`src/rtl/triangle_scan_gen.sv`:
```
// triangle_scan_gen
//   Captures one triangle (three unsigned integer vertices), computes its
//   axis-aligned bounding box and walks that box in row-major order, issuing
//   one candidate pixel per cycle in which downstream is ready. Each pixel is
//   presented as integer coordinates and as exact fp16 values for the area
//   units' p inputs.
//
// Ports
//   clk            rising-edge clock
//   rst            synchronous reset, active low
//   tri_nd         new triangle valid (sampled only while tri_rfd=1)
//   tri_rfd        ready for a new triangle (combinational)
//   v{0,1,2}_{x,y} unsigned vertex coordinates, COORD_W bits each
//   ds_rfd         downstream ready; a pixel issues only when this is 1
//   nd             pixel valid, one-cycle pulse per pixel
//   p_x, p_y       fp16 pixel coordinates
//   pix_x, pix_y   integer pixel coordinates (same pixel as p_x/p_y)
//   last           high with nd on the final pixel of the triangle
//   busy           high while computing the box or scanning
module triangle_scan_gen #(
  parameter int COORD_W = 10
) (
  input  logic               clk,
  input  logic               rst,
  input  logic               tri_nd,
  output logic               tri_rfd,
  input  logic [COORD_W-1:0] v0_x,
  input  logic [COORD_W-1:0] v0_y,
  input  logic [COORD_W-1:0] v1_x,
  input  logic [COORD_W-1:0] v1_y,
  input  logic [COORD_W-1:0] v2_x,
  input  logic [COORD_W-1:0] v2_y,
  input  logic               ds_rfd,
  output logic               nd,
  output logic [15:0]        p_x,
  output logic [15:0]        p_y,
  output logic [COORD_W-1:0] pix_x,
  output logic [COORD_W-1:0] pix_y,
  output logic               last,
  output logic               busy
);

  typedef enum logic [1:0] {
    IDLE = 2'd0,
    BBOX = 2'd1,
    SCAN = 2'd2
  } state_t;

  localparam logic [COORD_W-1:0] ZERO = {COORD_W{1'b0}};
  localparam logic [COORD_W-1:0] ONE  = {{(COORD_W-1){1'b0}}, 1'b1};

  state_t             state_r;
  logic [COORD_W-1:0] c0_x_r, c0_y_r, c1_x_r, c1_y_r, c2_x_r, c2_y_r;
  logic [COORD_W-1:0] min_x_r, max_x_r, min_y_r, max_y_r;
  logic [COORD_W-1:0] cur_x_r, cur_y_r;
  logic               end_x_s, end_y_s;

  function automatic logic [COORD_W-1:0] min3(input logic [COORD_W-1:0] a,
                                              input logic [COORD_W-1:0] b,
                                              input logic [COORD_W-1:0] c);
    logic [COORD_W-1:0] t;
    t = (a < b) ? a : b;
    return (t < c) ? t : c;
  endfunction

  function automatic logic [COORD_W-1:0] max3(input logic [COORD_W-1:0] a,
                                              input logic [COORD_W-1:0] b,
                                              input logic [COORD_W-1:0] c);
    logic [COORD_W-1:0] t;
    t = (a > b) ? a : b;
    return (t > c) ? t : c;
  endfunction

  // Exact unsigned-int to fp16: exponent 15+msb index, the bits below the
  // MSB left-aligned into the 10-bit mantissa. COORD_W<=11 keeps it exact.
  function automatic logic [15:0] to_fp16(input logic [COORD_W-1:0] n);
    logic [10:0] v;
    logic [10:0] sh;
    logic [3:0]  m;
    logic [4:0]  e;
    v = 11'(n);
    m = 4'd0;
    for (int i = 0; i < 11; i++) begin
      if (v[i]) begin
        m = 4'(i);
      end else begin
        m = m;
      end
    end
    sh = v << (4'd10 - m);
    e  = 5'd15 + {1'b0, m};
    if (v == 11'd0) begin
      return 16'h0000;
    end else begin
      return {1'b0, e, sh[9:0]};
    end
  endfunction

  // Cursor position relative to the far edges of the box
  always_comb begin
    end_x_s = (cur_x_r == max_x_r);
    end_y_s = (cur_y_r == max_y_r);
  end

  assign tri_rfd = (state_r == IDLE) & rst;

  // Control FSM, bounding box, cursor and registered pixel outputs
  always_ff @(posedge clk) begin
    if (!rst) begin
      state_r <= IDLE;
      nd      <= 1'b0;
      last    <= 1'b0;
      busy    <= 1'b0;
      p_x     <= 16'h0000;
      p_y     <= 16'h0000;
      pix_x   <= ZERO;
      pix_y   <= ZERO;
      c0_x_r  <= ZERO;
      c0_y_r  <= ZERO;
      c1_x_r  <= ZERO;
      c1_y_r  <= ZERO;
      c2_x_r  <= ZERO;
      c2_y_r  <= ZERO;
      min_x_r <= ZERO;
      max_x_r <= ZERO;
      min_y_r <= ZERO;
      max_y_r <= ZERO;
      cur_x_r <= ZERO;
      cur_y_r <= ZERO;
    end else begin
      case (state_r)
        IDLE: begin
          nd   <= 1'b0;
          last <= 1'b0;
          if (tri_nd) begin
            c0_x_r  <= v0_x;
            c0_y_r  <= v0_y;
            c1_x_r  <= v1_x;
            c1_y_r  <= v1_y;
            c2_x_r  <= v2_x;
            c2_y_r  <= v2_y;
            busy    <= 1'b1;
            state_r <= BBOX;
          end else begin
            busy    <= 1'b0;
            state_r <= IDLE;
          end
        end
        BBOX: begin
          min_x_r <= min3(c0_x_r, c1_x_r, c2_x_r);
          max_x_r <= max3(c0_x_r, c1_x_r, c2_x_r);
          min_y_r <= min3(c0_y_r, c1_y_r, c2_y_r);
          max_y_r <= max3(c0_y_r, c1_y_r, c2_y_r);
          cur_x_r <= min3(c0_x_r, c1_x_r, c2_x_r);
          cur_y_r <= min3(c0_y_r, c1_y_r, c2_y_r);
          state_r <= SCAN;
        end
        SCAN: begin
          if (ds_rfd) begin
            nd    <= 1'b1;
            pix_x <= cur_x_r;
            pix_y <= cur_y_r;
            p_x   <= to_fp16(cur_x_r);
            p_y   <= to_fp16(cur_y_r);
            last  <= end_x_s & end_y_s;
            // The cursor is not advanced past the final pixel, so no wrap
            // occurs even when max is 2^COORD_W-1.
            if (end_x_s && end_y_s) begin
              busy    <= 1'b0;
              state_r <= IDLE;
            end else if (end_x_s) begin
              cur_x_r <= min_x_r;
              cur_y_r <= cur_y_r + ONE;
            end else begin
              cur_x_r <= cur_x_r + ONE;
            end
          end else begin
            nd   <= 1'b0;
            last <= 1'b0;
          end
        end
        default: begin
          nd      <= 1'b0;
          last    <= 1'b0;
          busy    <= 1'b0;
          state_r <= IDLE;
        end
      endcase
    end
  end

endmodule

```
`config.mk`:
```
export PLATFORM = sky130hd
export DESIGN_NAME = triangle_scan_gen
export DESIGN_NICKNAME = d
export VERILOG_FILES = /design/src/rtl/triangle_scan_gen.sv
export SDC_FILE = /design/constraint.sdc
export NUM_CORES = 1
export LEC_CHECK = 0
export CORE_MARGIN = 5
export CORE_UTILIZATION = 38
export CTS_CLUSTER_SIZE = 16
export DETAILED_ROUTE_END_ITERATION = 16
export MAX_ROUTING_LAYER = met4
export PLACE_DENSITY = 0.62
export SLEW_MARGIN = 20
export SYNTH_ARGS = -nofsm -noshare
export SYNTH_HDL_FRONTEND = slang
export SYNTH_SLANG_ARGS = --single-unit
```
`constraint.sdc`:
```
create_clock -name clk -period 8 [get_ports clk]
set_clock_uncertainty 0.05 [all_clocks]
set_input_delay 2.4 -clock clk [delete_from_list [all_inputs] [get_ports clk]]
set_output_delay 2.4 -clock clk [all_outputs]
set_load 0.01 [all_outputs]
```
-- Yosys cells after proc, flatten, opt, wreduce, memory -nomap -nowiden
Cells that the tools add are included.
Widths: inputs -> output; s select.
- add/sub/neg operators: 6
- $lt $le $gt $ge: 8
- eq/ne operators: 8
- shift operators: 2
- mux-type cells: 54
- bitwise gates (word level): 3
- reduce and logical (&&, ||, !) cells: 11
- operator list (cell ; count):
    $mux 10 ; 14
    $mux 4 ; 22
    $gt 10x10->1 ; 4
    $lt 10x10->1 ; 4
    $pmux 10 s2 ; 2
    $mux 15 ; 2
    $add 10x1->10 const B ; 2
    $eq 10x10->1 ; 2
    $logic_not 10->1 ; 2
    $shl 10x4->10 ; 2
    $add 4x4->5 const A ; 2
    $mux 1 ; 8
    $ne 2x2->1 const B ; 4
    $sub 4x4->4 const A ; 2
    $pmux 2 s3 ; 1
    $reduce_and 2->1 ; 3
    $reduce_and 3->1 ; 2
    $mux 2 ; 2
    $pmux 1 s2 ; 2
    $reduce_and 4->1 ; 1
    $pmux 1 s3 ; 1
    $and 1x1->1 ; 2
    $eq 2x1->1 const B ; 1
    $eq 2x2->1 const B ; 1
    4 further kinds ; 4
- bits in registers: 167
- bits of input ports: 64
- output and inout bits: 56

-- Depth between registers and ports, before layout
Gate-level depths: netlist (run 1).
- word-level depth: 15
- gate-level depth with buffers: 17
- mapped depth without buffers: 16

-- Least setup slack after synthesis (run 1)
OpenSTA, ideal clock, no wires.
- kind: in2out
- from: input rst
- to: output tri_rfd
- arrival: 3180 ps
- required time: 5550 ps
- slack: 2370 ps
- stages on the path: 4
- cell sequence: clkbuf_1 inv_2 buf_1 nor3_1
- cells in the longest elaborated chain, start to end: 1
- ends and longest elaborated chain (what ; RTL line ; RTL):
    start: declaration ; 24 ; input logic rst,
    $and 1x1->1 ; 105 ; assign tri_rfd = (state_r == IDLE) & rst;
    end: declaration ; 26 ; output logic tri_rfd,
Every way passes these cells.

-- Final worst setup path (run 1)
Ends and elaborated chain as after synthesis.

==> results_dict.tcl, run 1 <==
set metrics [dict create \
    maxCapViolCount 0 \
    grt_usage_pct 18.8 \
    overflow 0 \
    r2r_start "c1_y_r[4]$_SDFFE_PN0P_" \
    status "complete, no violations" \
    worstSetupEndpoint "tri_rfd" \
    synth-simple-area-share_pct 20.7 \
    grt_first_pass_wirelength_um 44700 \
    path_clk_slew_ps 70 \
    critPathSlowestCell "clkdlybuf4s50_1" \
    io_pins 120 \
    r2r_slack_ps 3540 \
    cp_max_fo 2 \
    syn_area_per_cell_um2 7.90 \
    drt-pass1-iter-count 5 \
    muxShareOfSynthArea_pct 9.18 \
    fin_cells 1668 \
    required_ps 5550 \
    dieArea_um2 29600 \
    yosysTopAreaCell "dfxtp_1" \
    critPathArrivalTime_ps 3450 \
    crit_buf_inv 3 \
    synth_top_area_share_pct 33.1 \
    synth_area_leaders "dfxtp_1 33%, nand2_1 8.9%, ha_1 8.3%" \
    synthCells 1262 \
    crit_cells 4 \
    dp_hpwl_um 19500 \
    dieHeight_um 172 \
    post-place-cells 1636 \
    hold_path.class "reg2reg" \
    cts_max_level 4 \
    portBuffers 117 \
    place_area_um2 11300 \
    yosysMostFrequentCell "nand2_1" \
    max_freq_mhz 169 \
    cts_inserted_buffers 17 \
    place_congestion 0.889 \
    maxSlewViolCount 0 \
    post-cts-setup-buffers 0 \
    power_density_nw_per_um2 231 \
    clock_path_buffers 2 \
    cts-root-buf "clkbuf_16" \
    critical_path.endpoint_type "primary output" \
    grt_pass1_vias 8618 \
    final.period_utilization_pct 73.8 \
    path_class "in2out" \
    crit_path_cell_trace "buf_2 > clkinv_2 > nor3_1 > clkdlybuf4s50_1" \
    crit_path_start_kind "primary input" \
    core_area_um2 25900 \
    r2r-end "cur_y_r[4]$_SDFFE_PN0P_" \
    hold_slack_ps 402 \
    synth-compound-area-share_pct 19.6 \
    cts_tree "built" \
    fillers 2582 \
    synth_flop_cell "dfxtp_1" \
    worst_slew_pin_slew_ps 1050 \
    die_x_um 172 \
    syn-cell-area_um2 9970 \
    yosysUniqueCellTypes 74 \
    cp-startpoint "rst" \
    setup_violations 0 \
    stdcell_area_um2 11900 \
    synth_top_family_by_area "simple AND/OR/NAND/NOR gates" \
    postCtsResizedCells 0 \
    floorplan.initialDensity_pct 38.5 \
    antenna_found_initial 0 \
    layout_min_cycle_time_ps 5900 \
    cp_top_family "buffers and inverters" \
    vias_per_cell 5.50 \
    synth_async_sr_flop_share_pct 0 \
    ant_nets 0 \
    slew_headroom_pct 30.1 \
    synthXorXnorAreaFrac_pct 2.90 \
    drt_iter0_markers 716 \
    ys_seq_area_share_pct 33.1 \
    drc 0 \
    synth_fa_ha_area_share_pct 8.39 \
    synth_warnings 0 \
    setup_tns_ps 0 \
    vias 9168 \
    routed_wl_um 27200 \
    p_leak_nw 4.48 \
    synth_commonest_cells "235 x nand2_1, 165 x dfxtp_1, 136 x a21oi_1" \
    fin_nets 1450 \
    hold_buffers 0 \
    synth_edf_count 0 \
    layout-drive-gt1-share_pct 7.58 \
    diodes 0 \
    worstHoldStart "p_y[7]$_SDFFE_PN0P_" \
    cts_sinks 165 \
    total_power_mw 2.75 \
    peakVddDrop_uv 129 \
    hold_violations 0 \
    rows 59 \
    wl_per_cell_um 16.3 \
    syn2layout_area_growth_pct 19.5 \
    ys_ff_latch 165 \
    rsz0062_at_grt "no" \
    r2r_cells 15 \
    grt_start_max_net_pins 72 \
    max_stage_delay_ps 610 \
    clkLatencyLatePin_ps 430 \
]
## tightest hold or removal path, cell delays in order (launching register included)
cell	delay, ps
dfxtp_1	310
nand2_1	50
o21ai_1	50
## per-stage QoR
step	setup slack [ps]	util, %
after global placement	2040	43.4
after CTS	2040	45.9
final	2100	46.0
after floorplan	2370	-
after detailed placement	2060	43.4
after global routing	2040	46.0
## power breakdown
group	switching [mW]	total [mW]	leakage [nW]	internal [mW]
clock network	0.362	0.906	0.311	0.544
registers	0.0655	0.930	1.34	0.864
logic	0.550	0.916	2.83	0.365
## layout by cell type, fill, tap and decap left out, types with 19 or more instances in the layout
master | synthesis | final
a21oi_1 | 136 | 136
clkdlybuf4s50_1 | 0 | 116
dfxtp_1 | 165 | 165
ha_1 | 66 | 66
inv_1 | 56 | 56
mux2_2 | 39 | 39
mux2i_1 | 34 | 34
nand2_1 | 235 | 234
nand3_1 | 62 | 62
nand4_1 | 23 | 23
nor2_1 | 50 | 50
o21ai_0 | 55 | 55
xnor2_1 | 20 | 19
## state kept, by name (all words and copies together) (netlist names)
register and count:
last 1, max_y_r 10, busy 1, c0_y_r 10, pix_y 10, c1_x_r 10, pix_x 10, cur_y_r 10
max_x_r 10, state_r 2, c2_x_r 10, min_x_r 10, cur_x_r 10, p_x 15, p_y 15, c2_y_r 10
c1_y_r 10, nd 1, c0_x_r 10
## final cells by class
| class | count | area [µm²] | share of cell area, % |
|---|---|---|---|
| Multi-Input combinational cell | 949 | 6080 | 51.0 |
| Sequential cell | 165 | 3300 | 27.7 |
| Timing Repair Buffer | 126 | 1230 | 10.4 |
| Clock buffer | 19 | 453 | 3.80 |
| Tap cell | 335 | 419 | 3.52 |
| Inverter | 61 | 230 | 1.93 |
| Clock inverter | 13 | 193 | 1.62 |
## routing by layer
metal  routed length (µm)  track usage [%]  vias up
li1                     -                -     4590
met1                14000             27.6     4289
met2                11200             27.0      258
met3                 1600             3.22       31
met4                  386             4.65        0
met5                    0                -        -
## cell families (layout without fill, tap and decap cells)
kind of cell,count (synthesis),count (layout)
XOR/XNOR,33,33
buffers and inverters,149,219
flip-flops,165,165
AO/OA/AOI/OAI,317,317
adder cells (fa/ha/maj),67,67
other,1,2
AND/OR/NAND/NOR,451,451
multiplexers,79,79
## worst min-delay path by stage
stage,end,depth (start not counted)
2_1_floorplan,min_x_r[0]$_SDFFE_PN0P_,2
3_3_place_gp,pix_x[1]$_SDFFE_PN0P_,2
3_5_place_dp,p_y[7]$_SDFFE_PN0P_,2
4_1_cts,p_y[7]$_SDFFE_PN0P_,2
5_1_grt,p_y[7]$_SDFFE_PN0P_,2
6_report,p_y[7]$_SDFFE_PN0P_,2
(Power assumes the default switching activity.)
==> inputs of run 2 (changes only) <==
--- a/config.mk
+++ b/config.mk
@@ -10,7 +10,7 @@
 export CTS_CLUSTER_SIZE = 16
 export DETAILED_ROUTE_END_ITERATION = 16
 export MAX_ROUTING_LAYER = met4
-export PLACE_DENSITY = 0.62
+export PLACE_DENSITY = 0.64
 export SLEW_MARGIN = 20
 export SYNTH_ARGS = -nofsm -noshare
 export SYNTH_HDL_FRONTEND = slang
==> constraint.sdc (replaced) <==
create_clock -name clk -period 4.84 [get_ports clk]
set_clock_uncertainty 0.05 [all_clocks]
set_input_delay 1.452 -clock clk [delete_from_list [all_inputs] [get_ports clk]]
set_output_delay 1.452 -clock clk [all_outputs]
set_load 0.01 [all_outputs]
==> run 2 against run 1 <==
Routed wire length is 1.8% higher. Global-route usage grew 0.23 points. Combinational power up 67%. Highest routed layer unchanged.
==> results_dict.tcl, run 2 (synthesis results as in run 1) <==
set metrics [dict create \
    status "complete, no violations" \
    worst_slew_pin_slew_ps 827 \
    drt-pass1-iter-count 5 \
    peakVddDrop_uv 175 \
    post-cts-setup-buffers 0 \
    routed_wl_um 27700 \
    ant_nets 0 \
    rsz0062_at_grt "no" \
    setup_tns_ps 0 \
    die_x_um 172 \
    final.period_utilization_pct 89.2 \
    crit_path_start_kind "register" \
    hold_buffers 0 \
    intPower_mw 2.81 \
    drt_iter0_markers 603 \
    clock_path_buffers 2 \
    fillers 2603 \
    vias_per_cell 5.48 \
    postCtsResizedCells 0 \
    layout-drive-gt1-share_pct 7.84 \
    path_class "reg2reg" \
    core_area_um2 25900 \
    hold_violations 0 \
    dp_hpwl_um 20300 \
    p_leak_nw 4.47 \
    mostFrequentLayoutCells "234 x nand2_1, 165 x dfxtp_1, 136 x a21oi_1" \
    switchingPower_mw 1.59 \
    portBuffers 117 \
    setup_violations 0 \
    mostFrequentLayoutCell "nand2_1" \
    critical_path.endpoint_type "register" \
    cts-root-buf "clkbuf_16" \
    drc 0 \
    total_power_mw 4.41 \
    cts_tree "built" \
    grt_start_max_net_pins 71 \
    slew_headroom_pct 44.7 \
    fin_nets 1457 \
    cts_max_level 4 \
    overflow 0 \
    regArea_um2 3300 \
    cp_max_fo 12 \
    hold_path.class "reg2reg" \
    required_ps 5050 \
    multi_input_area_um2 6070 \
    syn2layout_area_growth_pct 19.3 \
    maxCapViolCount 0 \
    layout_min_cycle_time_ps 4320 \
    clkLatencyLatePin_ps 430 \
    post-route-util_pct 45.9 \
    rows 59 \
    p_clk_share_pct 30.3 \
    maxSlewViolCount 0 \
    power_switching_share_pct 36.2 \
    r2r_cells 16 \
    cts_sinks 165 \
    dieHeight_um 172 \
    top_regs "p_x x15, p_y x15" \
    critPathArrivalTime_ps 4530 \
    vias 9168 \
    floorplan.initialDensity_pct 38.5 \
    min_path_cells 2 \
    path_clk_slew_ps 70 \
    max_freq_mhz 232 \
    hold_slack_ps 402 \
    wl_per_cell_um 16.5 \
    seqPwrFrac_pct 34.9 \
    power_density_nw_per_um2 371 \
    antenna_found_initial 0 \
    cts_inserted_buffers 17 \
    diodes 0 \
    place_congestion 0.866 \
    grt_first_pass_wirelength_um 44800 \
    io_pins 120 \
    grt_pass1_vias 8443 \
    dieArea_um2 29600 \
    p_comb_share_pct 34.8 \
    grt_usage_pct 19.1 \
]
-- run 2: cell types whose count changed in the layout (fill, tap and decap cells not counted), sizes merged --
cell      delta
buf          +7
bufinv       -3
clkbuf       +3
clkinv       -3
clkinvlp     +3
inv          -1
-- run 2: path summary, 6_finish.rpt --
kind,slack (ps),start,end
max,520,c1_x_r[4]$_SDFFE_PN0P_,cur_x_r[1]$_SDFFE_PN0P_
min,400,p_x[2]$_SDFFE_PN0P_,p_x[2]$_SDFFE_PN0P_
max reg2reg,520,c1_x_r[4]$_SDFFE_PN0P_,cur_x_r[1]$_SDFFE_PN0P_
min reg2reg,400,p_x[2]$_SDFFE_PN0P_,p_x[2]$_SDFFE_PN0P_
-- run 2: layout make-up --
class | instances | share of cell area [%]
clock buffer | 22 | 4.07
clock inverter | 9 | 0.789
inverter | 61 | 1.94
multi-input combinational | 949 | 51.1
sequential | 165 | 27.8
tap | 335 | 3.53
timing repair buffer | 133 | 10.8
-- run 2: critical path: stages, from the launching register on --
cell and delay [ps]:
dfxtp_1 370, inv_1 60, ha_1 300, and4_1 220, o21a_1 110, o31a_1 310
nor2_2 410, mux2_2 420, ha_1 290, a21o_1 180, a21o_1 170, a21oi_1 230
o211ai_1 180, a31oi_1 200, buf_4 250, mux2i_1 280, a221oi_1 110
-- run 2: layer usage --
| layer | wire [µm] | part of all wire, % | vias up | global-route usage, % |
|---|---|---|---|---|
| met2 | 11800 | 43 | 269 | 27.6 |
| met1 | 14000 | 51 | 4272 | 28.2 |
| met4 | 218 | 0.79 | 0 | 3.45 |
| met5 | 0 | 0 | - | - |
| met3 | 1630 | 5.9 | 17 | 3.29 |
| li1 | - | - | 4610 | - |
-- run 2: power groups by stage --
stage,combinational (mW),sequential [mW],clock (mW)
CTS,1.52,1.54,1.36
finish,1.53,1.54,1.34
floorplan,1.18,1.50,0
detailed placement,1.51,1.57,0
global route,1.71,1.55,1.42
global placement,1.50,1.57,0
-- run 2: metrics by stage --
step           instance area [µm²]  setup slack, ps  cells
4_1_cts                      11900              509   1674
3_5_place_dp                 11300              574   1643
5_1_grt                      11900              219   1674
2_1_floorplan                 9970              985   1263
3_3_place_gp                 11300              690   1643
6_report                     11900              522   1674
==> inputs of run 3 (changes only) <==
--- a/config.mk
+++ b/config.mk
@@ -5,6 +5,7 @@
 export SDC_FILE = /design/constraint.sdc
 export NUM_CORES = 1
 export LEC_CHECK = 0
+export CORE_ASPECT_RATIO = 0.8
 export CORE_MARGIN = 5
 export CORE_UTILIZATION = 38
 export CTS_CLUSTER_SIZE = 16
==> run 3 against run 2 <==
Fmax grew 0.58%. Largest cell class unchanged. Sequential power barely moved. Cell count up 1.4%. Setup slack gained 25 ps. Die area about the same. Routed wire length increased by 3.0%. Via count grew 1.1%. Non-clock buffer count is the same. Hold slack improved by 3.7 ps.
==> results_dict.tcl, run 3 (synthesis results as in run 1) <==
set metrics [dict create \
    place_congestion 0.916 \
    grt_pass1_vias 9049 \
    stdcell_area_um2 12000 \
    core_area_um2 26100 \
    r2r_start "c1_y_r[4]$_SDFFE_PN0P_" \
    path_class "reg2reg" \
    cts-root-buf "clkbuf_16" \
    dp_hpwl_um 20700 \
    ant_nets 0 \
    cts_max_level 4 \
    status "complete, no violations" \
    required_ps 5100 \
    portBuffers 117 \
    hold_slack_ps 405 \
    cts_sinks 165 \
    hold_path_end "pix_y[5]$_SDFFE_PN0P_" \
    dieHeight_um 155 \
    path_clk_slew_ps 70 \
    maxCapViolCount 0 \
    r2r-end "max_y_r[9]$_SDFFE_PN0P_" \
    die_x_um 191 \
    mostFrequentLayoutCells "233 x nand2_1, 165 x dfxtp_1, 136 x a21oi_1" \
    rsz0062_at_grt "no" \
    slew_headroom_pct 46.0 \
    dp_slack_ps 593 \
    vias 9272 \
    setup_tns_ps 0 \
    worst_slew_pin_slew_ps 806 \
    floorplan.initialDensity_pct 38.2 \
    grt_usage_pct 19.9 \
    grt_first_pass_wirelength_um 47000 \
    layout-drive-gt1-share_pct 7.84 \
    fin_ws_ps 547 \
    r2r_slack_ps 550 \
    r2r_cells 15 \
    maxSlewViolCount 0 \
    wl_per_cell_um 16.8 \
    hold_buffers 0 \
    drt_iter0_markers 685 \
    mostFrequentLayoutCell "nand2_1" \
    hold_path.class "reg2reg" \
    fin_nets 1457 \
    cts_tree "built" \
    clock_path_buffers 2 \
    dieArea_um2 29600 \
    layout_min_cycle_time_ps 4290 \
    antenna_found_initial 0 \
    critical_path.endpoint_type "register" \
    vias_per_cell 5.46 \
    setup_violations 0 \
    syn2layout_area_growth_pct 19.9 \
    place_area_um2 11300 \
    critPathArrivalTime_ps 4550 \
    post-cts-setup-buffers 0 \
    clkLatencyLatePin_ps 430 \
    rows 53 \
    overflow 0 \
    crit_path_start_kind "register" \
    min_path_cells 2 \
    routed_wl_um 28500 \
    post-place-cells 1665 \
    drt-pass1-iter-count 5 \
    top_regs "p_x x15, p_y x15" \
    power_density_nw_per_um2 377 \
    final.period_utilization_pct 88.7 \
    drc 0 \
    max_freq_mhz 233 \
    diodes 0 \
    io_pins 120 \
    fin_cells 1697 \
    peakVddDrop_uv 267 \
    cp_max_fo 10 \
    p_leak_nw 4.48 \
    worstHoldStart "pix_y[5]$_SDFFE_PN0P_" \
    hold_violations 0 \
    postCtsResizedCells 0 \
    grt_start_max_net_pins 72 \
    cts_inserted_buffers 17 \
]
-- run 3: metal layers --
metal / global-route usage, % / routed length (µm)
met5: - / 0
met4: 4.38 / 424
met3: 3.36 / 1200
met2: 32.4 / 13600
met1: 26.1 / 13300
-- run 3: where the power goes --
| part | switching (mW) | internal [mW] | leakage [nW] | total, mW |
|---|---|---|---|---|
| combinational | 0.923 | 0.620 | 2.86 | 1.54 |
| sequential | 0.110 | 1.43 | 1.34 | 1.54 |
| clock | 0.585 | 0.844 | 0.284 | 1.43 |
-- run 3: how the worst max path moves through the flow --
stage / start / endpoint / slack [ps] / cells past startpoint
3_5_place_dp: c1_x_r[4]$_SDFFE_PN0P_ / min_x_r[5]$_SDFFE_PN0P_ / 590 / 16
2_1_floorplan: c1_x_r[4]$_SDFFE_PN0P_ / cur_x_r[2]$_SDFFE_PN0P_ / 990 / 16
3_3_place_gp: rst / tri_rfd / 590 / 4
5_1_grt: c1_y_r[4]$_SDFFE_PN0P_ / cur_y_r[1]$_SDFFE_PN0P_ / 200 / 15
6_report: c1_y_r[4]$_SDFFE_PN0P_ / max_y_r[9]$_SDFFE_PN0P_ / 550 / 15
4_1_cts: c1_x_r[4]$_SDFFE_PN0P_ / cur_x_r[5]$_SDFFE_PN0P_ / 570 / 16
-- run 3: stage by stage --
stage	power, mW	util (%)
floorplan	2.69	-
global placement	3.07	43.5
detailed placement	3.09	43.5
CTS	4.53	45.8
global route	4.78	45.9
finish	4.51	45.9
-- run 3: critical path, stage by stage (launching register included) --
cell and delay (ps):
dfxtp_1 350, inv_1 70, ha_1 310, and4_1 210, o21a_1 130, o31a_1 320, o21ai_2 490, mux2_2 440
ha_1 320, nand4_1 160, nor2_1 180, o21ai_0 110, nand3b_1 90, o21a_1 500, mux2i_1 330, o21ai_0 100
-- run 3: final cells by class --
class                   count  area, µm²
clock buffers              22        464
clock inverters            10        146
fillers                  2544      14100
inverters                  61        230
multi-input cells         949       6080
flip-flops and latches    165       3300
well taps                 357        447
repair buffers            133       1290
